`config.mk`:
```
export PLATFORM = sky130hd
export DESIGN_NAME = param_seq_detector
export DESIGN_NICKNAME = d
export VERILOG_FILES = /design/src/rtl/param_seq_detector.sv
export SDC_FILE = /design/constraint.sdc
export NUM_CORES = 1
export LEC_CHECK = 0
export CORE_MARGIN = 8
export CORE_UTILIZATION = 61
export CTS_BUF_LIST = sky130_fd_sc_hd__clkbuf_8
export DETAILED_ROUTE_END_ITERATION = 7
export GPL_TIMING_DRIVEN = 0
export PLACE_DENSITY_LB_ADDON = 0.15
export SLEW_MARGIN = 20
export SYNTH_ARGS = -nofsm -noshare
export SYNTH_HDL_FRONTEND = slang
export SYNTH_SLANG_ARGS = --single-unit
```
`constraint.sdc`:
```
create_clock -name clk -period 4.55 [get_ports clk]
set_input_delay 0.91 -clock clk [delete_from_list [all_inputs] [get_ports clk]]
set_output_delay 0.91 -clock clk [all_outputs]
set_load 0.01 [all_outputs]
```
`src/rtl/param_seq_detector.sv`:
```
// param_seq_detector: runtime-configurable serial pattern detector with overlap control
// and a saturating match counter.
module param_seq_detector #(
  parameter int MAX_LEN = 16,
  parameter int LEN_W = 5,
  parameter int CNT_W = 8,
  parameter logic [MAX_LEN-1:0] DEF_PATTERN = MAX_LEN'(16'b0000_0000_0011_0110),
  parameter int DEF_LEN = 6
) (
  input  logic               clk,
  input  logic               reset,
  input  logic               en,
  input  logic               din,
  input  logic               cfg_load,
  input  logic [MAX_LEN-1:0] cfg_pattern,
  input  logic [LEN_W-1:0]   cfg_len,
  input  logic               cfg_overlap,
  input  logic               clr_count,
  output logic               dout,
  output logic [CNT_W-1:0]   match_count,
  output logic               count_sat
);
  logic [MAX_LEN-1:0] r_hist, r_pat, w_h, w_mask;
  logic [LEN_W-1:0]   r_fill, r_len, w_f, w_len_cl;
  logic [CNT_W-1:0]   r_cnt;
  logic               r_ovl, r_dout, w_sample, w_match;
  // only the low r_len bits of history and pattern take part in the compare
  for (genvar i = 0; i < MAX_LEN; i++) begin : g_mask
    assign w_mask[i] = 32'(r_len) > i;
  end
  assign w_sample    = en && !cfg_load;
  assign w_h         = {r_hist[MAX_LEN-2:0], din};
  assign w_f         = (r_fill == r_len) ? r_len : r_fill + 1'b1;
  assign w_len_cl    = (32'(cfg_len) > MAX_LEN) ? LEN_W'(MAX_LEN) : cfg_len;
  assign w_match     = w_sample && (r_len != '0) && (w_f == r_len) && (((w_h ^ r_pat) & w_mask) == '0);
  assign dout        = r_dout;
  assign match_count = r_cnt;
  assign count_sat   = &r_cnt;
  always_ff @(posedge clk or negedge reset) begin
    if (!reset) begin
      r_hist <= '0;
      r_fill <= '0;
      r_pat  <= DEF_PATTERN;
      r_len  <= LEN_W'(DEF_LEN);
      r_ovl  <= 1'b1;
      r_dout <= 1'b0;
      r_cnt  <= '0;
    end else begin
      r_dout <= w_match;
      r_cnt  <= clr_count ? CNT_W'(w_match) : r_cnt + CNT_W'(w_match && !count_sat);
      if (cfg_load) begin
        r_pat  <= cfg_pattern;
        r_len  <= w_len_cl;
        r_ovl  <= cfg_overlap;
        r_hist <= '0;
        r_fill <= '0;
      end else if (w_sample) begin
        r_hist <= (w_match && !r_ovl) ? '0 : w_h;
        r_fill <= (w_match && !r_ovl) ? '0 : w_f;
      end
    end
  end
endmodule

```
Word-level counts from Yosys, hierarchy flattened
Index checks and enable logic that the tools add are counted.
{ "totals": {"word_cells": 52, "n_memories": 0, "ramBits": 0, "output_inout_bits": 10, "latchBits": 0, "reg_bits": 51, "romBits": 0, "input_bits": 28} }
{ "op_classes": {"reduce_logical": 13, "mul": 0, "n_mux": 9, "n_shift": 0, "div_mod_pow": 0, "bitwise": 2, "order_cmp": 17, "n_eq_ne": 2, "add_sub_neg": 2} }
{ "op_table": {"columns": ["operator", "n"], "rows": [
  ["2-to-1 mux 15 bit", 3],
  ["greater-than comparator 5 x 4 -> 1 bit, second input constant", 8],
  ["2-to-1 mux 5 bit", 5],
  ["greater-than comparator 5 x 3 -> 1 bit, second input constant", 4],
  ["AND 16 bit", 1],
  ["logical NOT 16 bit", 1],
  ["bitwise XOR 16 bit", 1],
  ["equality test 5 bit", 2],
  ["greater-than comparator 5 x 1 -> 1 bit, second input constant", 2],
  ["greater-than comparator 5 x 2 -> 1 bit, second input constant", 2],
  ["adder 8 x 1 -> 8 bit", 1],
  ["2-to-1 mux 8 bit", 1],
  ["AND reduction 8 bit", 1],
  ["logical AND 1 bit", 6],
  ["adder 5 x 1 -> 5 bit, second input constant", 1],
  ["greater-than comparator 5 bit, second input constant", 1],
  ["nonzero test 5 bit", 1],
  ["logical NOT 1 bit", 3],
  ["nonzero test 2 bit", 1]
]} }

Longest topological paths before layout
Gate-level depths: netlist of run 1.
{ "logic_depth": {"depth_word": 9, "mapped_depth": 11, "ltp_nobuf": 11} }

Worst setup path before layout of run 1
No wires, ideal clock.
{ "synth_timing": {"path_type": "in2reg", "start": "input en", "end": "register r_cnt[5] (netlist: match_count[5])", "setup_time_ns": 0.078, "path_buffers": 1, "t_arrival_ns": 2.664, "setup_slack_ns": 1.809, "stages": 9, "t_required_ns": 4.472, "cell_sequence": "clkbuf_1 -> nand2_1 -> nor4_1 -> nand4b_4 -> nor3_1 -> ha_1 -> nand3_1 -> or3_1 -> a21oi_1"} }
{ "synth_via": {"elab_chain_cells": 7} }
{ "synth_rtl": {"columns": ["item", "line", "text"], "rows": [
  ["start, declared", "12", "input logic en,"],
  ["logical AND 1 bit", "31", "assign w_sample = en && !cfg_load;"],
  ["logical AND 1 bit (3 in a row)", "35", "assign w_match = w_sample && (r_len != '0) && (w_f == r_len) && (((w_h ^ r_pat) & w_mask) == '0);"],
  ["logical AND 1 bit", "50", "r_cnt <= clr_count ? CNT_W'(w_match) : r_cnt + CNT_W'(w_match && !count_sat);"],
  ["adder 8 x 1 -> 8 bit", "50", null],
  ["2-to-1 mux 8 bit", "50", null],
  ["end signal, assigned", "50", null],
  ["end, declared", "25", "logic [CNT_W-1:0] r_cnt;"]
]} }
No other way between the ends.
A chain may end at the register's enable or synchronous reset.

Worst setup path after layout of run 1
{ "layout_timing": {"start": "register r_fill[1]", "end": "register r_cnt[7] (netlist: match_count[7])"} }
{ "layout_via": {"elab_chain_cells": 8, "word_cells_on_any_way": 9, "cone_classes": "add/sub: 2; eq/ne: 2; mux: 2; reduce/logical: 3"} }
{ "layout_rtl": {"columns": ["item", "line", "text"], "rows": [
  ["start, declared", "24", "logic [LEN_W-1:0] r_fill, r_len, w_f, w_len_cl;"],
  ["start signal, assigned", "59", "r_fill <= (w_match && !r_ovl) ? '0 : w_f;"],
  ["adder 5 x 1 -> 5 bit / equality test 5 bit (equally long branches)", "33", "assign w_f = (r_fill == r_len) ? r_len : r_fill + 1'b1;"],
  ["2-to-1 mux 5 bit *", "33", null],
  ["equality test 5 bit *", "35", null],
  ["logical AND 1 bit * (2 in a row)", "35", null],
  ["logical AND 1 bit *", "50", null],
  ["adder 8 x 1 -> 8 bit *", "50", null],
  ["2-to-1 mux 8 bit *", "50", null]
]} }
Every way passes the cells marked *; elsewhere a longest branch is shown, timed or not.

==> flow_summary_export.csv, run 1 <==
group,metric,value,unit
run_status,outcome,"completed",
route,dr.pass1.iters,4,
synth,avgSynthCellArea,10.97,um^2
clocking,cts_root_buf,"clkbuf_8",
power,p_int,733.1,uW
route,drtIter0Drc,214,
finish,final_cell_area,3149,um^2
placed_design,hpwl,4270,um
grt,grt_use_total,18.76,%
grt,grt_max_degree,52,
route,wl,5802,um
timing,post-route-min-period,2.910,ns
synth,synth_ff_type,"dfrtp_1",
timing,fin_crit_sh,63.97,%
synth,ys_ff_latch,51,
synth,yosysSeqAreaShare,48.79,%
synth,synthCells,240,
synth,synthesis.area,2634,um^2
timing,hold_viol,0,
route,post-route-drc-count,0,
placed_design,place.gp.congestion,0.8903,
timing,slew_violations,0,
floorplan,die_h,81.71,um
clocking,h-tree-depth,2,
synth,syn_nets,271,
finish,drive_gt1_share,16.67,%
finish,layout_commonest_cell,"dfrtp_1",
timing,fmax,343.6,MHz
synth,synth_top_cell_by_area,"dfrtp_1",
run,cap_violations,0,
floorplan,start_util,61.77,%
route,vias,2003,
clocking,cts.clk_slew.worst_paths,0.10,ns
synth,yosysTopAreaCellShare,41.81,%
synth,synth-edff-count,0,
route,viasPerCell,5.997,
floorplan,pin_count,38,
clocking,insertion_delay,0.31,ns
clocking,cts_buffers,5,
grt,met3_usage,4.486,%
floorplan,core_area,4264,um^2
finish,layout_common_cells,"dfrtp_1 (44), clkdlybuf4s50_1 (33), xnor2_1 (20)",
timing,tightestPinTransition,0.6355,ns
grt,busiest_layer,"met2",
clocking,clock_sinks,51,
worst_setup_path,arrival,3.15,ns
clocking,post-cts-setup-buffers,0,
worst_setup_path,startpoint_type,"flip-flop",
worst_setup_path,critPathMaxFanout,6,
finish,register_area,1285,um^2
floorplan,die-area,6677,um^2
clocking,ctsHoldBuffers,0,
grt,grt_first_pass_wirelength,9597,um
clocking,cts_tree,"yes",
grt,grt_pass1_vias,1974,
clocking,clk_path_buf_depth,2,
synth,synth_cell_types,43,
clocking,cts_resized,0,
worst_setup_path,path_class,"flip-flop to flip-flop",
grt,grt_use_met1,25.68,%
route,antenna_left,0,
power,combPwrFrac,18.2,%
placed_design,io_buffers,34,
power,ir_worst_vdd,274.2,uV
timing,finalSetupViolCount,0,
power,net-switching-power,268.1,uW
timing,tns,0,ns
grt,grt-ovfl-total,0,
min_path,min_path_type,"flip-flop to flip-flop",
power,p_per_area,317.9,nW/um^2
worst_setup_path,cp.required,4.78,ns
power,sw_frac_of_total,26.78,%
worst_setup_path,endpoint_kind,"flip-flop",
finish,fin_nets,312,
finish,fillers,322,
synth,netlist_top_cells_area,"dfrtp_1 (42%), mux2_2 (7.7%), dfstp_2 (7.0%)",
floorplan,die_x,81.71,um
synth,async_flop_share,100.0,%
power,pwr-share-seq,49.9,%
power,power_leakage,1.337,nW
grt,antenna_found_initial,0,
placed_design,placed_cell_area,3037,um^2
timing,rsz0062_at_grt,"no",
timing,relSlewSlack,57.63,%
finish,multi_input_area,1245,um^2
synth,yosys_warnings,0,
route,wl_per_cell,17.37,um
power,clockPowerShare,31.9,%
finish,area_growth,19.57,%
finish,num_antenna_cells,0,
timing,finalClockSkew,0.004949,ns
grt,grtUsageMet2,28.40,%
floorplan,rows,24,
-- layer usage --
| metal | share of wire (%) | wire [um] |
|---|---|---|
| met5 | 0 | 0 |
| met4 | 1.4 | 79 |
| met3 | 4.9 | 286 |
| met2 | 48 | 2774 |
| met1 | 46 | 2662 |
-- synth_stat cells (2+ instances only) --
library cell	number
dfrtp_1	44
xnor2_1	20
mux2_2	18
o21ai_0	17
a22o_1	16
nor2_1	15
a21oi_1	11
nand2_1	11
xor2_1	9
clkbuf_1	8
dfstp_2	7
inv_1	7
a211oi_1	6
nand3_1	6
buf_2	5
nand3b_1	4
ha_1	3
or3_1	3
buf_6	2
mux2i_1	2
nand4_1	2
nor3_1	2
o22ai_1	2
-- power groups by stage --
stage	logic [mW]	clock network, mW	registers (mW)
after floorplan	0.124	0	0.504
after global placement	0.178	0	0.508
after detailed placement	0.182	0	0.509
after CTS	0.183	0.320	0.500
after global routing	0.201	0.340	0.504
final	0.182	0.319	0.500
-- area by class of cell --
class / count / share of cell area (%)
sequential: 51 / 40.80
multi-input combinational: 167 / 39.53
timing repair buffer: 34 / 10.73
buffer: 15 / 2.463
clock buffer: 5 / 2.185
tap: 52 / 2.066
clock inverter: 3 / 1.391
inverter: 7 / 0.8343
-- sequential cells by signal (all words and copies together) (netlist names) --
| register | cells |
|---|---|
| r_fill | 5 |
| r_pat | 16 |
| r_ovl | 1 |
| r_hist | 15 |
| dout | 1 |
| match_count | 8 |
| r_len | 5 |
-- stage by stage --
stage                     total power, mW  setup slack, ns  instances  utilization [%]  hold slack [ns]
after floorplan                    0.6281            1.809        240                -           0.4948
after global placement             0.6859            1.102        326            71.27           0.5131
after detailed placement           0.6902            1.470        326            71.21           0.5170
after CTS                           1.002            1.648        334            73.86           0.5376
after global routing                1.045            1.341        334            73.86           0.5555
final                               1.001            1.640        334            73.86           0.5340
-- critical path, cell delays in order, from the launching register on --
cell and delay, ns:
dfrtp_1 0.45, ha_1 0.29, nand3_1 0.16, or3_1 0.34, a211oi_1 0.30, o21ai_0 0.20, nor3_1 0.22, ha_1 0.21
nand3_1 0.18, or3_1 0.35, a21oi_1 0.14
-- worst paths after layout --
kind / slack [ns] / to / startpoint / depth (start not counted)
min in group asynchronous: 0.60 / match_count[3] / reset / 1
min reg2reg: 0.53 / r_pat[0] / r_pat[0] / 1
max: 1.64 / match_count[7] / r_fill[1] / 10
max in group asynchronous: 3.51 / r_hist[4] / reset / 1
min: 0.53 / r_pat[0] / r_pat[0] / 1
max reg2reg: 1.64 / match_count[7] / r_fill[1] / 10
-- cells by family after synthesis --
family | count (synthesis) | share of synthesized area (%)
buffers and inverters | 22 | 3.943
DFF | 51 | 48.79
and+or+nand+nor | 52 | 10.93
xor gates and xnor gates | 29 | 9.644
AOI/OAI and AO/OA | 63 | 16.82
adders and majority gates | 3 | 1.425
muxes | 20 | 8.456
No activity file was read; power rests on OpenSTA's default activity.
==> run 2: changes to the inputs <==
--- a/config.mk
+++ b/config.mk
@@ -6,7 +6,7 @@
 export NUM_CORES = 1
 export LEC_CHECK = 0
 export CORE_MARGIN = 8
-export CORE_UTILIZATION = 61
+export CORE_UTILIZATION = 56
 export CTS_BUF_LIST = sky130_fd_sc_hd__clkbuf_8
 export DETAILED_ROUTE_END_ITERATION = 7
 export GPL_TIMING_DRIVEN = 0
==> constraint.sdc (replaced) <==
create_clock -name clk -period 2.7 [get_ports clk]
set_input_delay 0.54 -clock clk [delete_from_list [all_inputs] [get_ports clk]]
set_output_delay 0.54 -clock clk [all_outputs]
set_load 0.01 [all_outputs]
==> flow_summary_export.csv, run 2 (synthesized netlist as in run 1, its figures left out) <==
group,metric,value,unit
timing,finalClockSkew,0.005526,ns
route,vias,2012,
worst_setup_path,arrival,2.82,ns
finish,fin_nets,316,
placed_design,io_buffers,34,
timing,relSlewSlack,57.83,%
run,cap_violations,0,
timing,post-route-min-period,2.592,ns
worst_setup_path,crit_path_cell_trace,"buf_6 -> or4_4 -> a21oi_2 -> a21oi_1 -> nand4b_4 -> nor3_2 -> ha_2 -> nand3_2 -> or3_1 -> a21oi_1",
placed_design,hpwl,4244,um
clocking,ctsHoldBuffers,0,
worst_setup_path,cp.required,2.93,ns
timing,slew_violations,0,
grt,grt_pass1_vias,1999,
timing,tightestPinTransition,0.6325,ns
floorplan,die_h,84.58,um
grt,grt_max_degree,52,
placed_design,placed_cell_area,3039,um^2
grt,grt_use_total,17.22,%
finish,layout_commonest_cell,"dfrtp_1",
finish,final_cell_area,3199,um^2
grt,grt_first_pass_wirelength,9991,um
placed_design,pre_cts_ws,-0.1529,ns
route,drtIter0Drc,212,
worst_setup_path,critPathMaxFanout,10,
route,post-route-drc-count,0,
floorplan,die_x,84.58,um
floorplan,core_area,4629,um^2
timing,fmax,385.8,MHz
route,dr.pass1.iters,5,
clocking,h-tree-depth,2,
placed_design,dp.cells,328,
power,power,1.603,mW
worst_setup_path,endpoint_kind,"flip-flop",
timing,finalSetupViolCount,0,
clocking,cts.clk_slew.worst_paths,0.09,ns
worst_setup_path,cp_num_buf_inv,1,
run_status,outcome,"completed",
worst_setup_path,critical-path-top-delay-family,"simple AND/OR/NAND/NOR gates",
worst_setup_path,reg2reg_to,"match_count[7]",
worst_setup_path,startpoint_type,"flip-flop",
clocking,clock_sinks,51,
timing,fin_crit_sh,96.00,%
floorplan,rows,25,
clocking,cts_buffers,5,
worst_setup_path,r2r_start,"r_len[4]",
finish,largest_reg_flops,16,
worst_setup_path,r2r_slack,0.11,ns
route,wl,5940,um
grt,grt-ovfl-total,0,
floorplan,die-area,7154,um^2
route,viasPerCell,5.918,
finish,num_antenna_cells,0,
timing,rsz0062_at_grt,"yes",
clocking,cts_root_buf,"clkbuf_8",
worst_setup_path,cp_slowest_cell,"or4_4",
finish,regMostFlops,"r_pat",
finish,drive_gt1_share,20.28,%
timing,worst_slack,0.1079,ns
timing,tns,0,ns
finish,final-instance-count-excl-fill,340,
finish,layout_common_cells,"dfrtp_1 (44), clkdlybuf4s50_1 (33), xnor2_1 (20)",
min_path,min_path_type,"input port to async pin",
finish,area_growth,21.47,%
worst_setup_path,path_class,"flip-flop to flip-flop",
power,power_leakage,1.346,nW
clocking,clk_path_buf_depth,2,
power,ir_worst_vdd,441.4,uV
floorplan,start_util,56.89,%
clocking,insertion_delay,0.30,ns
route,antenna_left,0,
timing,hold_viol,0,
finish,fin_util,69.11,%
worst_setup_path,crit_top_cell,"a21oi_1",
grt,antenna_found_initial,0,
finish,fillers,381,
route,wl_per_cell,17.47,um
placed_design,place.gp.congestion,0.8670,
floorplan,pin_count,38,
clocking,cts_tree,"yes",
timing,whs,0.2385,ns
worst_setup_path,cpPeakStageDelay,0.57,ns
worst_setup_path,rr_worst_depth,10,
power,p_per_area,500.9,nW/um^2
-- run 2: worst max-delay path by stage --
stage,depth (start not counted),startpoint,slack [ns],end
finish,10,r_len[4],0.11,match_count[7]
global route,10,r_len[4],-0.0002,match_count[7]
CTS,10,r_fill[1],0.003,match_count[7]
detailed placement,10,r_fill[1],-0.15,match_count[7]
global placement,1,reset,-0.42,r_pat[15]
floorplan,10,r_fill[1],0.24,match_count[5]
-- run 2: report_power, final --
| group | internal [mW] | switching, mW | total, mW | leakage [nW] |
|---|---|---|---|---|
| logic | 0.165 | 0.174 | 0.339 | 0.642 |
| registers | 0.811 | 0.0307 | 0.841 | 0.654 |
| clock network | 0.175 | 0.247 | 0.422 | 0.0505 |
-- run 2: cell type report --
| class | instances | area [um^2] | share of cell area [%] |
|---|---|---|---|
| Buffer | 15 | 80.08 | 2.503 |
| Clock inverter | 3 | 12.51 | 0.3911 |
| Timing Repair Buffer | 38 | 367.9 | 11.50 |
| Tap cell | 54 | 67.56 | 2.112 |
| Sequential cell | 51 | 1285 | 40.16 |
| Clock buffer | 5 | 68.82 | 2.151 |
| Inverter | 7 | 26.28 | 0.8213 |
| Multi-Input combinational cell | 167 | 1291 | 40.36 |
-- run 2: layer usage --
| layer | up-vias | part of all wire [%] | global-route usage [%] |
|---|---|---|---|
| li1 | 956 | - | - |
| met1 | 981 | 46 | 23.33 |
| met2 | 68 | 47 | 26.63 |
| met3 | 7 | 4.9 | 3.415 |
| met4 | 0 | 1.5 | 5.825 |
| met5 | - | 0 | 0 |
-- run 2: what timing repair did --
action | 4_1_cts | 5_1_grt
setup endpoints to repair | 4 | 6
resized for setup | 2 | 11
pin swaps | 0 | 5
buffers inserted | 2 | 2
==> run 3: changes to the inputs <==
--- a/config.mk
+++ b/config.mk
@@ -5,9 +5,11 @@
 export SDC_FILE = /design/constraint.sdc
 export NUM_CORES = 1
 export LEC_CHECK = 0
+export CAP_MARGIN = 20
 export CORE_MARGIN = 8
 export CORE_UTILIZATION = 56
 export CTS_BUF_LIST = sky130_fd_sc_hd__clkbuf_8
+export CTS_CLUSTER_DIAMETER = 80
 export DETAILED_ROUTE_END_ITERATION = 7
 export GPL_TIMING_DRIVEN = 0
 export PLACE_DENSITY_LB_ADDON = 0.15
==> results of run 3 <==
Same layout as run 2: the final DEF is identical, and so are final timing and power.
